## config.mk

```make
export PLATFORM = sky130hd
export DESIGN_NAME = tail_sequencer
export DESIGN_NICKNAME = d
export VERILOG_FILES = /design/src/rtl/tail_sequencer_pkg.sv /design/src/rtl/tail_sequencer_step_prescaler.sv /design/src/rtl/tail_sequencer.sv
export SDC_FILE = /design/constraint.sdc
export NUM_CORES = 1
export LEC_CHECK = 0
export CELL_PAD_IN_SITES_DETAIL_PLACEMENT = 1
export CELL_PAD_IN_SITES_GLOBAL_PLACEMENT = 2
export CORE_MARGIN = 2
export CORE_UTILIZATION = 38
export DETAILED_ROUTE_END_ITERATION = 6
export GPL_TIMING_DRIVEN = 0
export PLACE_DENSITY = 0.92
export SYNTH_ARGS = -nofsm -noshare
export SYNTH_HDL_FRONTEND = slang
export SYNTH_HIERARCHICAL = 1
export SYNTH_SLANG_ARGS = --single-unit
```

## constraint.sdc

```tcl
create_clock -name clk -period 4.91 [get_ports clk]
set_clock_uncertainty 0.1 [all_clocks]
set_input_delay 0.491 -clock clk [delete_from_list [all_inputs] [get_ports clk]]
set_output_delay 0.491 -clock clk [all_outputs]
set_load 0.05 [all_outputs]
```

## src/rtl/tail_sequencer_pkg.sv

```systemverilog
// Shared types and lamp constants for the tail-light sequencer.
package tail_pkg;

  typedef enum logic [1:0] {
    IDLE   = 2'd0,
    LEFT   = 2'd1,
    RIGHT  = 2'd2,
    HAZARD = 2'd3
  } mode_t;

  localparam int unsigned LC = 0;
  localparam int unsigned LB = 1;
  localparam int unsigned LA = 2;
  localparam int unsigned RA = 3;
  localparam int unsigned RB = 4;
  localparam int unsigned RC = 5;

  // Indexed by phase; left side lights from LA outward, right side from RA outward.
  localparam logic [3:0][2:0] SEQ_L = {3'b111, 3'b110, 3'b100, 3'b000};
  localparam logic [3:0][2:0] SEQ_R = {3'b111, 3'b011, 3'b001, 3'b000};

  localparam logic [5:0] ALL_ON   = 6'b111111;
  localparam logic [5:0] ALL_OFF  = 6'b000000;
  localparam logic [2:0] SIDE_ON  = 3'b111;
  localparam logic [2:0] SIDE_OFF = 3'b000;

  function automatic logic [2:0] brake_side(input logic brake_on);
    return brake_on ? SIDE_ON : SIDE_OFF;
  endfunction

endpackage

```

## src/rtl/tail_sequencer_step_prescaler.sv

```systemverilog
// Step-rate prescaler: one-cycle step pulse every STEP_CYCLES clocks, restartable by clear.
module step_prescaler #(
  parameter int STEP_CYCLES = 12_500_000
) (
  input  logic clk,
  input  logic reset,
  input  logic clear,
  output logic step
);

  localparam int CW = (STEP_CYCLES > 2) ? $clog2(STEP_CYCLES) : 1;
  localparam logic [CW-1:0] LAST = CW'(STEP_CYCLES - 1);

  logic [CW-1:0] count_q;
  logic [CW-1:0] count_d;
  logic          at_last_s;

  assign at_last_s = (count_q == LAST);
  assign step      = at_last_s && !clear;

  // Next count: restart on clear, wrap after the last count.
  always_comb begin
    count_d = count_q;
    if (clear) begin
      count_d = '0;
    end else if (at_last_s) begin
      count_d = '0;
    end else begin
      count_d = count_q + CW'(1);
    end
  end

  // Count register.
  always_ff @(posedge clk) begin
    if (reset) begin
      count_q <= '0;
    end else begin
      count_q <= count_d;
    end
  end

endmodule

```

## src/rtl/tail_sequencer.sv

```systemverilog
// Tail-light pattern generator: sequential turn, hazard flash, brake overlay.
// Optional macro TAIL_DUAL_HAZARD_EN: left+right together requests hazard flashing.
module tail_sequencer
  import tail_pkg::*;
#(
  parameter int STEP_CYCLES = 12_500_000
) (
  input  logic       clk,
  input  logic       reset,
  input  logic       left,
  input  logic       right,
  input  logic       hazard,
  input  logic       brake,
  output logic [5:0] patterns
);

  mode_t       req_s;
  mode_t       mode_q;
  mode_t       mode_d;
  logic [1:0]  phase_q;
  logic [1:0]  phase_d;
  logic [5:0]  patterns_q;
  logic [5:0]  patterns_d;
  logic        mode_chg_s;
  logic        step_s;

  step_prescaler #(.STEP_CYCLES(STEP_CYCLES)) u_prescaler (
    .clk   (clk),
    .reset (reset),
    .clear (mode_chg_s),
    .step  (step_s)
  );

  // Requested mode by priority.
  always_comb begin
    req_s = IDLE;
    if (hazard) begin
      req_s = HAZARD;
    end else if (left && right) begin
`ifdef TAIL_DUAL_HAZARD_EN
      req_s = HAZARD;
`else
      req_s = IDLE;
`endif
    end else if (left) begin
      req_s = LEFT;
    end else if (right) begin
      req_s = RIGHT;
    end else begin
      req_s = IDLE;
    end
  end

  assign mode_chg_s = (req_s != mode_q);

  // Mode/phase next state; a mode change always restarts at phase 0.
  always_comb begin
    mode_d  = mode_q;
    phase_d = phase_q;
    if (mode_chg_s) begin
      mode_d  = req_s;
      phase_d = 2'd0;
    end else if (step_s) begin
      case (mode_q)
        LEFT, RIGHT: phase_d = phase_q + 2'd1;
        HAZARD:      phase_d = {1'b0, ~phase_q[0]};
        default:     phase_d = phase_q;
      endcase
    end else begin
      phase_d = phase_q;
    end
  end

  // Lamp word from current mode, phase and brake.
  always_comb begin
    patterns_d = ALL_OFF;
    case (mode_q)
      IDLE: begin
        patterns_d = brake ? ALL_ON : ALL_OFF;
      end
      LEFT: begin
        patterns_d[LA:LC] = SEQ_L[phase_q];
        patterns_d[RC:RA] = brake_side(brake);
      end
      RIGHT: begin
        patterns_d[RC:RA] = SEQ_R[phase_q];
        patterns_d[LA:LC] = brake_side(brake);
      end
      HAZARD: begin
        patterns_d = phase_q[0] ? ALL_OFF : ALL_ON;
      end
      default: begin
        patterns_d = ALL_OFF;
      end
    endcase
  end

  // State and output registers.
  always_ff @(posedge clk) begin
    if (reset) begin
      mode_q     <= IDLE;
      phase_q    <= 2'd0;
      patterns_q <= ALL_OFF;
    end else begin
      mode_q     <= mode_d;
      phase_q    <= phase_d;
      patterns_q <= patterns_d;
    end
  end

  assign patterns = patterns_q;

endmodule

```

==> results.ini, run 1 <==
[clocking]
clkTransAtPathRegs_ns=0.08
cts_buffers=5
clock-sinks=34
cts.repair.resized=0
cts_tree=built
cts_setup_buffers=0
htree_levels=2
clk_latency_ns=0.29
clockBufferDepth=2
clock-root-buffer=clkbuf_8
ctsHoldBuffers=0

[drt]
vias_per_cell=5.47
met2_length_mm=1.97
m1WireLength_mm=1.68
highest_layer=met4
antenna_left=0
drc=0
vias=1394
drt_first_iter_violations=36
firstDrtPassIters=4
drt_wl_total_mm=3.87
routed_wire_length_per_instance_um=15.2
route.met3.wl_um=128

[min_path]
hold_class=register to register

[die]
initial_core_util_pct=38.8
die_area_mm2=0.00490
core_mm2=0.00426
die-height_um=70.0
num_rows=24
ios=12
die_x_um=70.0

[logic_synthesis]
ys_warn_count=6
synth_flop_cell=dfxtp_1
yosysTopAreaCell=dfxtp_1
synthDominantCellAreaShare_pct=41.1
synth_cells=184
ys_top_cells_by_area=dfxtp_1 (41%), xor2_1 (6.9%), a21oi_1 (4.2%)
netlist_area_mm2=0.00166
synth_edf_count=0
synth.avg_cell_area_um2=9.00
ys_seq_elements=34
synthDistinctLibCells=46
synth_nets=193
async_flop_share_pct=0
ys_seq_area_share_pct=41.1

[finish]
finalInstanceArea_mm2=0.00195
antenna_cells=0
layoutNonFillerInstCount=255
fin_util_pct=45.6
drive_above_1_share_pct=13.8
fin_nets=211
synthToLayoutAreaGrowth_pct=17.4

[placement]
post_dp_cell_area_mm2=0.00183
place_congestion=0.749
dp_hpwl_mm=2.90
dpl.cell_count=247
port_buffers=11
place_ws_ns=2.19

[global_routing]
grt_pass1_wl_mm=6.57
overflow=0
first_global_vias=1414
grt_util_all_layers_pct=16.9
grt_max_degree=13
antenna_found_initial=0

[outcome]
status=finished, final reports clean

[setup_path]
crit_type=input pin to register
worst_setup_path_start_kind=input pin
cp_top_family=simple AND/OR/NAND/NOR gates
crit_arrival_ns=2.48
crit_chain=clkdlybuf4s50_1, nor4b_2, o22ai_1, or2_1, nor3_1, o21ai_2, xnor2_1, nor4_1
cp_num_buf_inv=1
crit_slowest_cell=clkdlybuf4s50_1
worstPathRequired_ns=4.99
critical_path.endpoint_type=register
max_stage_delay_ns=0.49
critPathMaxFanout=5

[timing]
fin_ws_ns=2.51
setup_tns_ns=0
whs_ns=0.373
rsz0062_at_grt=no
finalCriticalPeriod_ns=2.40
relSlewSlack_pct=66.1
setup_viol=0
worst_slew_pin_slew_ns=0.507
max_freq_mhz=417
period_share_pct=48.9
hold_viol=0
drv_slew=0

[power_and_ir_drop]
vdd_drop_max_mv=0.120
total_power_mw=0.596
p_per_area_mw_per_mm2=307
power_leakage_nw=0.678

[flow_run]
maxCapViolCount=0

-- layout by cell type, fill, tap and decap left out, types with 4 or more instances in the layout --
cell type        synthesis  final
a21oi_1                 14     14
and4_1                   5      5
buf_2                    4      4
clkbuf_8                 0      5
clkdlybuf4s50_1          0     11
dfxtp_1                 34     34
inv_1                    5      5
nand2_1                 10     10
nand3_1                  8      8
nand4_1                  7      7
nor2_1                  18     18
o21ai_0                 10     10
or3_1                    6      6
xor2_1                  13     13
-- Yosys cell counts, types with 2 or more instances --
cell type	n
a211oi_1	2
a21oi_1	14
and3_1	3
and4_1	5
buf_2	4
buf_4	2
buf_6	3
dfxtp_1	34
ha_1	3
inv_1	5
mux2i_1	2
nand2_1	10
nand3_1	8
nand4_1	7
nor2_1	18
nor3_1	2
nor4_1	2
o21ai_0	10
o31ai_1	3
or3_1	6
or4_1	2
xnor2_1	3
xor2_1	13
-- cell type report --
type	count	area, µm²
Fill cell	494	2320
Multi-Input combinational cell	134	881
Sequential cell	34	681
Timing Repair Buffer	11	110
Buffer	10	72.6
Clock buffer	5	68.8
Tap cell	52	65.1
Clock inverter	3	45.0
Inverter	6	22.5
-- flip-flops by register name, indices dropped and copies added (netlist names) --
name / flops
u_prescaler/count_q: 24
phase_q: 2
mode_q: 2
patterns: 6
-- metal layers --
layer	track usage [%]	vias up
met1	18.6	668
met5	0	-
met3	4.33	10
met2	30.2	24
li1	-	692
met4	7.91	0
-- path summary, 6_finish.rpt --
path / from / end / slack (ns) / cells after the start
setup reg to reg: u_prescaler/count_q[0] / u_prescaler/count_q[12] / 2.76 / 7
hold / removal: u_prescaler/count_q[0] / u_prescaler/count_q[0] / 0.37 / 1
hold reg to reg: u_prescaler/count_q[0] / u_prescaler/count_q[0] / 0.37 / 1
setup / recovery: left / phase_q[0] / 2.51 / 8
-- power breakdown --
group	leakage [nW]	switching, mW	internal [mW]
Clock	0.0504	0.107	0.151
Sequential	0.276	0.00316	0.281
Combinational	0.351	0.0338	0.0208
Total	0.678	0.144	0.453
-- cells by family (layout without fill, tap and decap cells) --
group                    Yosys count  after routing  share of synthesized area, %
buffers and inverters             16             35                          5.74
adder cells (fa/ha/maj)            3              3                          2.27
XOR/XNOR                          16             16                          8.46
AND/OR/NAND/NOR                   75             75                          27.0
multiplexers                       2              2                          1.21
AO/OA/AOI/OAI                     38             38                          14.3
flip-flops                        34             34                          41.1
-- worst reg2reg max path, delay by kind of cell (launching register included) --
family          cells  cell delay (ns)
buf+inv             2             0.48
simple gates        3             0.44
compound gates      1             0.41
flops               1             0.39
fa+ha+maj           1             0.23
Power figures use the tool's default switching activity.
==> run 2, diff against run 1 <==
--- a/config.mk
+++ b/config.mk
@@ -8,10 +8,10 @@
 export CELL_PAD_IN_SITES_DETAIL_PLACEMENT = 1
 export CELL_PAD_IN_SITES_GLOBAL_PLACEMENT = 2
 export CORE_MARGIN = 2
-export CORE_UTILIZATION = 38
+export CORE_UTILIZATION = 32
 export DETAILED_ROUTE_END_ITERATION = 6
 export GPL_TIMING_DRIVEN = 0
-export PLACE_DENSITY = 0.92
+export PLACE_DENSITY = 0.84
 export SYNTH_ARGS = -nofsm -noshare
 export SYNTH_HDL_FRONTEND = slang
 export SYNTH_HIERARCHICAL = 1
==> constraint.sdc (replaced) <==
create_clock -name clk -period 2.09 [get_ports clk]
set_clock_uncertainty 0.1 [all_clocks]
set_input_delay 0.209 -clock clk [delete_from_list [all_inputs] [get_ports clk]]
set_output_delay 0.209 -clock clk [all_outputs]
set_load 0.05 [all_outputs]
==> run 2 against run 1 <==
Sequential share of layout area down 1.0 points. Combinational power grew 150%. Critical endpoint unchanged. Critical path type is now register to register. Clock-buffer cell count increased by 1. Sequential cell count stayed put. Largest power group unchanged. Worst hold slack worse by 0.14 ns.
==> results.ini, run 2 (synthesis gave the netlist of run 1 again) <==
[clocking]
cts_tree=built
clockBufferDepth=2  ; unchanged
clkTransAtPathRegs_ns=0.07  ; about the same
clk_latency_ns=0.28  ; about the same
ctsHoldBuffers=0  ; unchanged
cts_buffers=5  ; unchanged
clock-root-buffer=clkbuf_8
htree_levels=2  ; unchanged
clock-sinks=34  ; unchanged

[drt]
vias_per_cell=5.02  ; -8.1%
drt_first_iter_violations=36  ; unchanged
firstDrtPassIters=4  ; unchanged
vias=1381  ; -0.93%
routed_wire_length_per_instance_um=13.0  ; -14%
drt_wl_total_mm=3.57  ; -7.7%
drc=0  ; unchanged
antenna_left=0  ; unchanged

[setup_path]
worstPathRequired_ns=2.18  ; -2.81 ns
crit_type=register to register
crit_arrival_ns=2.06  ; -0.42 ns
critical_path.endpoint_type=register
critPathMaxFanout=5  ; unchanged
worst_setup_path_start_kind=register

[power_and_ir_drop]
p_comb_share_pct=10.6  ; +1.4 points
clkPwrFrac_pct=37.5  ; -5.7 points
internal_power_mw=0.968  ; +110%
p_switching_mw=0.317  ; +120%
seqPwrFrac_pct=51.9  ; +4.3 points
total_power_mw=1.29  ; +120%
power_leakage_nw=0.720  ; +6.3%
vdd_drop_max_mv=0.278  ; +130%
p_per_area_mw_per_mm2=634  ; +110%
swShare_pct=24.7  ; +0.59 points

[placement]
port_buffers=11  ; unchanged
place_congestion=0.719  ; -4.0%
dp_hpwl_mm=2.55  ; -12%

[flow_run]
maxCapViolCount=0  ; unchanged

[timing]
setup_viol=0  ; unchanged
finalCriticalPeriod_ns=1.96
max_freq_mhz=510
drv_slew=0  ; unchanged
period_share_pct=93.9
relSlewSlack_pct=66.7  ; +0.55 points
worst_slew_pin_slew_ns=0.499  ; -0.00830 ns
setup_tns_ns=0  ; unchanged
rsz0062_at_grt=yes
hold_viol=0  ; unchanged

[die]
core_mm2=0.00504  ; +18%
initial_core_util_pct=32.9  ; -6.0 points
die_area_mm2=0.00577  ; +18%
die_x_um=76.0  ; +8.5%
num_rows=26  ; +8.3%
die-height_um=76.0  ; +8.5%
ios=12  ; unchanged

[finish]
largest_reg_flops=24  ; unchanged
drive_above_1_share_pct=17.6  ; +3.8 points
antenna_cells=0  ; unchanged
fin_nets=215  ; +1.9%
final_common_cell=dfxtp_1
synthToLayoutAreaGrowth_pct=22.4
largest-register=u_prescaler/count_q
mostFrequentLayoutCells=dfxtp_1 (32), nor2_1 (18), a21oi_1 (14)

[outcome]
status=finished, final reports clean

[global_routing]
first_global_vias=1276  ; -9.8%
grt_max_degree=11  ; -2
overflow=0  ; unchanged
antenna_found_initial=0  ; unchanged
grt_pass1_wl_mm=5.99  ; -8.8%
grt_util_all_layers_pct=12.9  ; -4.0 points

[min_path]
hold_class=input pin to register

==> run 2: stage by stage <==
stage          hold WS, ns  utilization (%)  instances  instance area (µm²)  worst slack (ns)
2_1_floorplan        0.274                -        184                 1660             0.312
3_3_place_gp         0.355             36.8        265                 1850            -0.256
3_5_place_dp         0.366             36.8        265                 1850            -0.298
4_1_cts              0.382             38.5        271                 1940            0.0162
5_1_grt              0.276             40.2        275                 2030           -0.0626
6_report             0.233             40.2        275                 2030             0.128
==> run 2: final timing paths <==
kind         slack (ns)                     from                      end  cells past startpoint
max reg2reg        0.13   u_prescaler/count_q[1]               phase_q[0]                      8
min                0.23                    right                mode_q[0]                      3
min reg2reg        0.40  u_prescaler/count_q[23]  u_prescaler/count_q[23]                      2
max                0.13   u_prescaler/count_q[1]               phase_q[0]                      8
==> run 2: power by group through the flow <==
| stage | combinational (mW) | clock (mW) | sequential, mW |
|---|---|---|---|
| 6_report | 0.136 | 0.482 | 0.667 |
| 5_1_grt | 0.149 | 0.524 | 0.669 |
| 4_1_cts | 0.129 | 0.503 | 0.668 |
| 3_5_place_dp | 0.127 | 0 | 0.683 |
| 3_3_place_gp | 0.126 | 0 | 0.682 |
| 2_1_floorplan | 0.0554 | 0 | 0.710 |
==> run 2: layer usage <==
layer / track usage (%) / wire length, µm
met5: 0 / 0
met4: 4.91 / 51
met3: 3.93 / 77
met2: 20.4 / 1750
met1: 16.6 / 1700
==> run 2: layout make-up <==
| cell class | instances | area, µm² |
|---|---|---|
| Fill cell | 613 | 3020 |
| Sequential cell | 34 | 688 |
| Buffer | 10 | 76.3 |
| Timing Repair Buffer | 15 | 145 |
| Inverter | 6 | 22.5 |
| Clock buffer | 6 | 82.6 |
| Tap cell | 70 | 87.6 |
| Multi-Input combinational cell | 134 | 925 |
==> run 2: timing repair <==
action / 4_1_cts / 5_1_grt
setup endpoints to repair: 20 / 22
pin swaps: 0 / 5
gates resized for setup: 1 / 13
buffers inserted: 0 / 4
==> run 2: worst max-delay path, cell delays in order, from the launching register on <==
cell,delay (ns)
dfxtp_4,0.37
ha_4,0.14
and4_1,0.20
buf_6,0.11
nand4_1,0.22
nor3_2,0.30
o21ai_2,0.10
xnor2_1,0.13
nor4_1,0.20
==> run 3, diff against run 2 <==
==> constraint.sdc (replaced) <==
create_clock -name clk -period 1.65 [get_ports clk]
set_clock_uncertainty 0.1 [all_clocks]
set_input_delay 0.165 -clock clk [delete_from_list [all_inputs] [get_ports clk]]
set_output_delay 0.165 -clock clk [all_outputs]
set_load 0.05 [all_outputs]
==> run 3 against run 2 <==
The run now ends with setup timing left. Maximum frequency up 7.5%. Die area unchanged. Sequential power up 27%. Critical path type unchanged. Via count up 3.7%. Worst hold slack worse by 0.040 ns. Global-route usage up 0.83 points. Critical path depth unchanged. Power up 31%. Utilization up 2.9 points. Clock-buffer cell count unchanged. Setup slack worse by 0.30 ns.
==> results.ini, run 3 (synthesis gave the netlist of run 1 again) <==
[timing]
hold_viol=0  ; unchanged
rsz0062_at_grt=yes
fin_ws_ns=-0.176  ; -0.304 ns
setup_tns_ns=-3.89  ; -3.89 ns
max_freq_mhz=548  ; +7.5%
period_share_pct=111  ; +17 points
relSlewSlack_pct=66.7  ; about the same
setup_viol=26  ; +26
worst_slew_pin_slew_ns=0.502  ; +0.00341 ns
drv_slew=0  ; unchanged
finalCriticalPeriod_ns=1.83  ; -0.136 ns

[global_routing]
grt_util_all_layers_pct=13.7  ; +0.83 points
overflow=0  ; unchanged
first_global_vias=1431  ; +12%
antenna_found_initial=0  ; unchanged
grt_max_degree=12  ; +1
grt_pass1_wl_mm=6.47  ; +8.1%

[die]
die_area_mm2=0.00577  ; unchanged
die-height_um=76.0  ; unchanged
initial_core_util_pct=32.9  ; unchanged
die_x_um=76.0  ; unchanged
ios=12  ; unchanged
num_rows=26  ; unchanged
core_mm2=0.00504  ; unchanged

[finish]
layoutNonFillerInstCount=287  ; +4.4%
mostFrequentLayoutCells=dfxtp_1 (31), buf_4 (13), xor2_1 (13), nor2_1 (13), o21ai_0 (10)
finalInstanceArea_mm2=0.00217  ; +7.3%
fin_nets=225  ; +4.7%
fin_util_pct=43.1  ; +2.9 points
drive_above_1_share_pct=27.6  ; +10 points
antenna_cells=0  ; unchanged
largest_reg_flops=24  ; unchanged
final_common_cell=dfxtp_1
synthToLayoutAreaGrowth_pct=31.3
largest-register=u_prescaler/count_q

[drt]
antenna_left=0  ; unchanged
vias_per_cell=4.99  ; -0.64%
firstDrtPassIters=4  ; unchanged
drt_first_iter_violations=38  ; +5.6%
drc=0  ; unchanged
drt_wl_total_mm=3.81  ; +6.7%
routed_wire_length_per_instance_um=13.3  ; +2.3%
vias=1432  ; +3.7%

[clocking]
cts_tree=built
clock-sinks=34  ; unchanged
clockBufferDepth=2  ; unchanged
clock-root-buffer=clkbuf_8
ctsHoldBuffers=0  ; unchanged
htree_levels=2  ; unchanged
clk_latency_ns=0.28  ; about the same
cts_buffers=5  ; unchanged
clkTransAtPathRegs_ns=0.07  ; about the same

[power_and_ir_drop]
p_comb_share_pct=11.8  ; +1.2 points
internal_power_mw=1.25  ; +30%
p_switching_mw=0.429  ; +35%
swShare_pct=25.5  ; +0.78 points
power_leakage_nw=0.820  ; +14%
vdd_drop_max_mv=0.437  ; +57%
seqPwrFrac_pct=50.2  ; -1.7 points
clkPwrFrac_pct=38.0  ; +0.5 points
p_per_area_mw_per_mm2=774  ; +22%

[placement]
place_ws_ns=-0.538  ; -0.240 ns
post_dp_cell_area_mm2=0.00189  ; +1.8%
dpl.cell_count=265  ; unchanged
port_buffers=11  ; unchanged
dp_hpwl_mm=2.66  ; +4.1%
place_congestion=0.722  ; +0.38%

[setup_path]
worst_setup_path_start_kind=register
crit_type=register to register
crit_arrival_ns=1.91  ; -0.15 ns
cp-startpoint=mode_q[0]
reg2reg_from=mode_q[0]
critPathMaxFanout=10  ; +5
r2r_slack_ns=-0.18  ; -0.30 ns
worstPathRequired_ns=1.74  ; -0.44 ns
critical_path.endpoint_type=register

[min_path]
hold_class=input pin to register
hold_start=right

[flow_run]
maxCapViolCount=0  ; unchanged

[outcome]
status=finished with violations
violations=setup timing

run 3: cell count changes in the layout (fill, tap and decap cells not counted), sizes merged:
cell / change
clkinv: +1
clkdlybuf4s50: -7
buf: +10
dlygate4sd2: +7
clkinvlp: +1
run 3: power groups by stage:
stage	clock [mW]	sequential (mW)	combinational, mW
finish	0.640	0.845	0.198
global route	0.707	0.847	0.215
CTS	0.664	0.844	0.187
detailed placement	0	0.867	0.165
global placement	0	0.866	0.163
floorplan	0	0.902	0.0732
run 3: critical path: stages, from the launching register on:
cell     delay [ns]
dfxtp_2        0.39
buf_8          0.15
a21bo_2        0.13
o22ai_2        0.07
or2_1          0.27
nor3_2         0.24
o21ai_2        0.10
xnor2_1        0.13
nor4_1         0.16
run 3: layout make-up:
| type | count | area [µm²] |
|---|---|---|
| Clock inverter | 2 | 12.5 |
| Sequential cell | 34 | 689 |
| Multi-Input combinational cell | 134 | 968 |
| Tap cell | 70 | 87.6 |
| Buffer | 10 | 92.6 |
| Inverter | 6 | 22.5 |
| Fill cell | 590 | 2870 |
| Clock buffer | 6 | 82.6 |
| Timing Repair Buffer | 25 | 219 |
run 3: metal layers:
metal  routed length (µm)  track usage (%)  vias to the layer above
li1                     -                -                      718
met1                 1830             16.6                      700
met2                 1880             24.1                       10
met3                   70             3.21                        4
met4                   33             4.36                        0
met5                    0                0                        -
run 3: worst paths after layout:
check,end,cells past startpoint
max,phase_q[0],8
min,mode_q[0],3
max reg2reg,phase_q[0],8
min reg2reg,u_prescaler/count_q[23],2
run 3: per-stage QoR:
| stage | power, mW | hold WS, ns |
|---|---|---|
| 2_1_floorplan | 0.975 | 0.228 |
| 3_3_place_gp | 1.03 | 0.355 |
| 3_5_place_dp | 1.03 | 0.361 |
| 4_1_cts | 1.70 | 0.354 |
| 5_1_grt | 1.77 | 0.221 |
| 6_report | 1.68 | 0.193 |
run 3: timing repair:
action	CTS	global route
gates cloned	1	0
pin swaps	9	8
hold endpoints to repair	0	0
setup endpoints to repair	30	26
buffers inserted	9	4
gates resized for setup	25	8
